$ cat src/rtl/not_unit.sv
// not_unit: registered bitwise inverter with zero/carry flags for the ALU result stage
module not_unit #(
  parameter int WIDTH = 4
) (
  input  logic             clk,
  input  logic             rst_n,
  input  logic             in_valid,
  input  logic [WIDTH-1:0] in1,
  output logic [WIDTH-1:0] out,
  output logic             out_valid,
  output logic             z,
  output logic             cf
);
  logic [WIDTH-1:0] out_d, out_q;
  logic z_d, z_q, cf_d, cf_q, valid_d, valid_q;
  always_comb begin
    out_d   = in_valid ? ~in1 : out_q;
    z_d     = in_valid ? &in1 : z_q;
    cf_d    = 1'b0;
    valid_d = in_valid;
  end
  always_ff @(posedge clk or negedge rst_n) begin
    if (!rst_n) begin
      out_q   <= '0;
      z_q     <= 1'b0;
      cf_q    <= 1'b0;
      valid_q <= 1'b0;
    end else begin
      out_q   <= out_d;
      z_q     <= z_d;
      cf_q    <= cf_d;
      valid_q <= valid_d;
    end
  end
  assign out       = out_q;
  assign z         = z_q;
  assign cf        = cf_q;
  assign out_valid = valid_q;
endmodule

$ cat config.mk
export PLATFORM = sky130hd
export DESIGN_NAME = not_unit
export DESIGN_NICKNAME = d
export VERILOG_FILES = /design/src/rtl/not_unit.sv
export SDC_FILE = /design/constraint.sdc
export NUM_CORES = 1
export LEC_CHECK = 0
export ABC_AREA = 1
export BUFFER_PORTS_ARGS = -buffer_cell sky130_fd_sc_hd__buf_2
export CORE_AREA = 4 4 41 43
export DETAILED_ROUTE_END_ITERATION = 7
export DIE_AREA = 0 0 45 47
export HOLD_SLACK_MARGIN = 0.08
export PLACE_DENSITY = 0.4
export SYNTH_ARGS = -nofsm -noshare
export SYNTH_HDL_FRONTEND = slang
export SYNTH_SLANG_ARGS = --single-unit
export TNS_END_PERCENT = 1
$ cat constraint.sdc
create_clock -name clk -period 0.8 [get_ports clk]
set_input_delay 0.08 -clock clk [delete_from_list [all_inputs] [get_ports clk]]
set_output_delay 0.08 -clock clk [all_outputs]
set_load 0.05 [all_outputs]
==> impl_metrics.json <==
{
  "gp_congestion": 0.667,
  "synth_cells": 20,
  "dieHeight_um": 47,
  "violations": "negative setup slack",
  "rsz0062_at_grt": "yes",
  "crit_path_start_kind": "flop",
  "reg2reg_to": "out[3]",
  "critical_path.max_stage_delay_ns": 0.41,
  "avgSynthCellArea_um2": 10.8,
  "max-cap-violations": 0,
  "slew_violations": 0,
  "htreeDepth": 1,
  "grt_first_pass_wirelength_um": 945,
  "crit_path_max_fanout": 2,
  "clockBufferDepth": 2,
  "worst-setup-path-type": "flop to primary output",
  "report.final.setup_viol": 6,
  "diodes": 0,
  "cts_sinks": 6,
  "cts_tree": "built",
  "grtUsageTotal_pct": 6.76,
  "ys_types": 8,
  "fin_crit_ns": 0.882,
  "io_buffers": 12,
  "rrSetupSlack_ns": 0.12,
  "syn2layout_area_growth_pct": 85.0,
  "die_area_um2": 2120,
  "path_buf_inv": 1,
  "r2r_start": "out[3]",
  "initial_core_util_pct": 16.6,
  "cts-buffers-inserted": 3,
  "place_area_um2": 290,
  "finalCritPeriodShare_pct": 110,
  "die_w_um": 45,
  "yosys_register_bits": 6,
  "io_pins": 14,
  "layout_setup_ws_ns": -0.0817,
  "cellLeakagePower_uw": 0.000190,
  "netlist_area_um2": 216,
  "via_per_inst": 3.78,
  "power_density_nw_per_um2": 2070,
  "holdPathStages": 3,
  "final_nets": 48,
  "clk_latency_ns": 0.24,
  "antenna_found_initial": 0,
  "endpoint_kind": "primary output",
  "wire_per_inst_um": 10.6,
  "status": "complete, but fails checks",
  "drt-total-wl_um": 571,
  "crit_arrival_ns": 0.80,
  "grt_max_degree": 8,
  "place_inst": 46,
  "final_area_um2": 400,
  "instances_no_fill": 54,
  "hold_path.class": "primary input to flop",
  "ant_nets": 0,
  "critPathTopFamily": "flip-flops",
  "synth_nets": 27,
  "skew_ns": 0,
  "vias": 204,
  "drt_first_pass_iters": 4,
  "clk_pin_slew_worst_paths_ns": 0.05,
  "crit_chain": "buf_6",
  "grt-ovfl-total": 0,
  "rr_worst_depth": 1,
  "fillerInstances": 139,
  "drive_gt1_share_pct": 46.2,
  "hold_end": "out[3]",
  "drt_iter0_markers": 1,
  "rows": 13,
  "worst_ep_required_time_ns": 0.72,
  "cp_slowest_cell": "dfrtp_2",
  "ys_warn_count": 0,
  "hold_viol_final": 0,
  "yosysSeqAreaShare_pct": 69.4,
  "grt_pass1_vias": 241,
  "cts_root_buf": "clkbuf_4",
  "fmax_mhz": 1130,
  "irDropWorstVdd_uv": 863,
  "drc": 0,
  "hold_start": "in1[3]",
  "core_area_um2": 1300,
  "multi_input_area_um2": 55.1,
  "seq_area_um2": 153
}
==> power breakdown <==
group          switching (µW)  internal (µW)
sequential               15.9            329
combinational             131           80.0
clock                     106            169
==> cells in the mapped netlist, drive strengths merged <==
master	count	share of area, %
dfrtp	6	69
nand2	5	8.7
o21ai	4	9.2
buf	1	3.5
conb	1	1.7
inv	1	1.7
nand3	1	2.3
o21a	1	3.5
==> worst max-delay path by stage <==
| stage | slack, ns | cells after the start | to | start |
|---|---|---|---|---|
| finish | -0.08 | 1 | out[3] | out[3] |
| global route | -0.12 | 1 | out[3] | out[3] |
| CTS | -0.09 | 1 | out[0] | out[0] |
| detailed placement | 0.13 | 1 | out[3] | out[3] |
| global placement | 0.13 | 1 | out[3] | out[3] |
| floorplan | -0.04 | 2 | out[1] | out[1] |
==> through the flow <==
step | setup TNS (ns) | setup slack [ns] | hold slack (ns) | utilization [%] | power, µW
after global placement | 0 | 0.129 | -0.0917 | 22.3 | 506
after detailed placement | 0 | 0.126 | -0.0870 | 22.3 | 509
after floorplan | -0.140 | -0.0442 | -0.216 | - | 459
after global routing | -0.557 | -0.118 | 0.102 | 30.8 | 881
after CTS | -0.447 | -0.0897 | 0.0971 | 30.8 | 844
final | -0.379 | -0.0817 | 0.106 | 30.8 | 831
==> final cells by class <==
class	count	area share, %
Sequential cell	6	38.1
Timing Repair Buffer	17	36.9
Multi-Input combinational cell	12	13.7
Clock buffer	3	5.62
Tap cell	15	4.69
Inverter	1	0.938
==> registers in the layout (all words and copies together) (netlist names) <==
name,count
out,4
out_valid,1
z,1
==> placed cells by master, fill, tap and decap left out, drive strengths merged <==
cell type	instances
buf	12
clkbuf	3
conb	1
dfrtp	6
dlygate4sd3	5
inv	1
nand2	5
nand3	1
o21a	1
o21ai	4
==> metal layers <==
layer	global-route usage, %	share of wire [%]	vias to the layer above
li1	-	-	101
met1	8.56	51	90
met2	8.47	36	13
met3	3.45	12	0
met4	5.26	0	0
met5	0	0	-
==> what timing repair did <==
action	4_1_cts	5_1_grt
hold endpoints to repair	10	0
setup buffers	0	0
setup endpoints to repair	6	7
hold buffers	5	0
gates resized for setup	12	0
==> cell families (layout without fill, tap and decap cells) <==
family / Yosys count / in the layout / share of synthesized area, %
buffers and inverters: 2 / 21 / 5.20
other: 1 / 1 / 1.73
DFF: 6 / 6 / 69.4
and+or+nand+nor: 6 / 6 / 11.0
AOI/OAI and AO/OA: 5 / 5 / 12.7
Power figures use the tool's default switching activity.
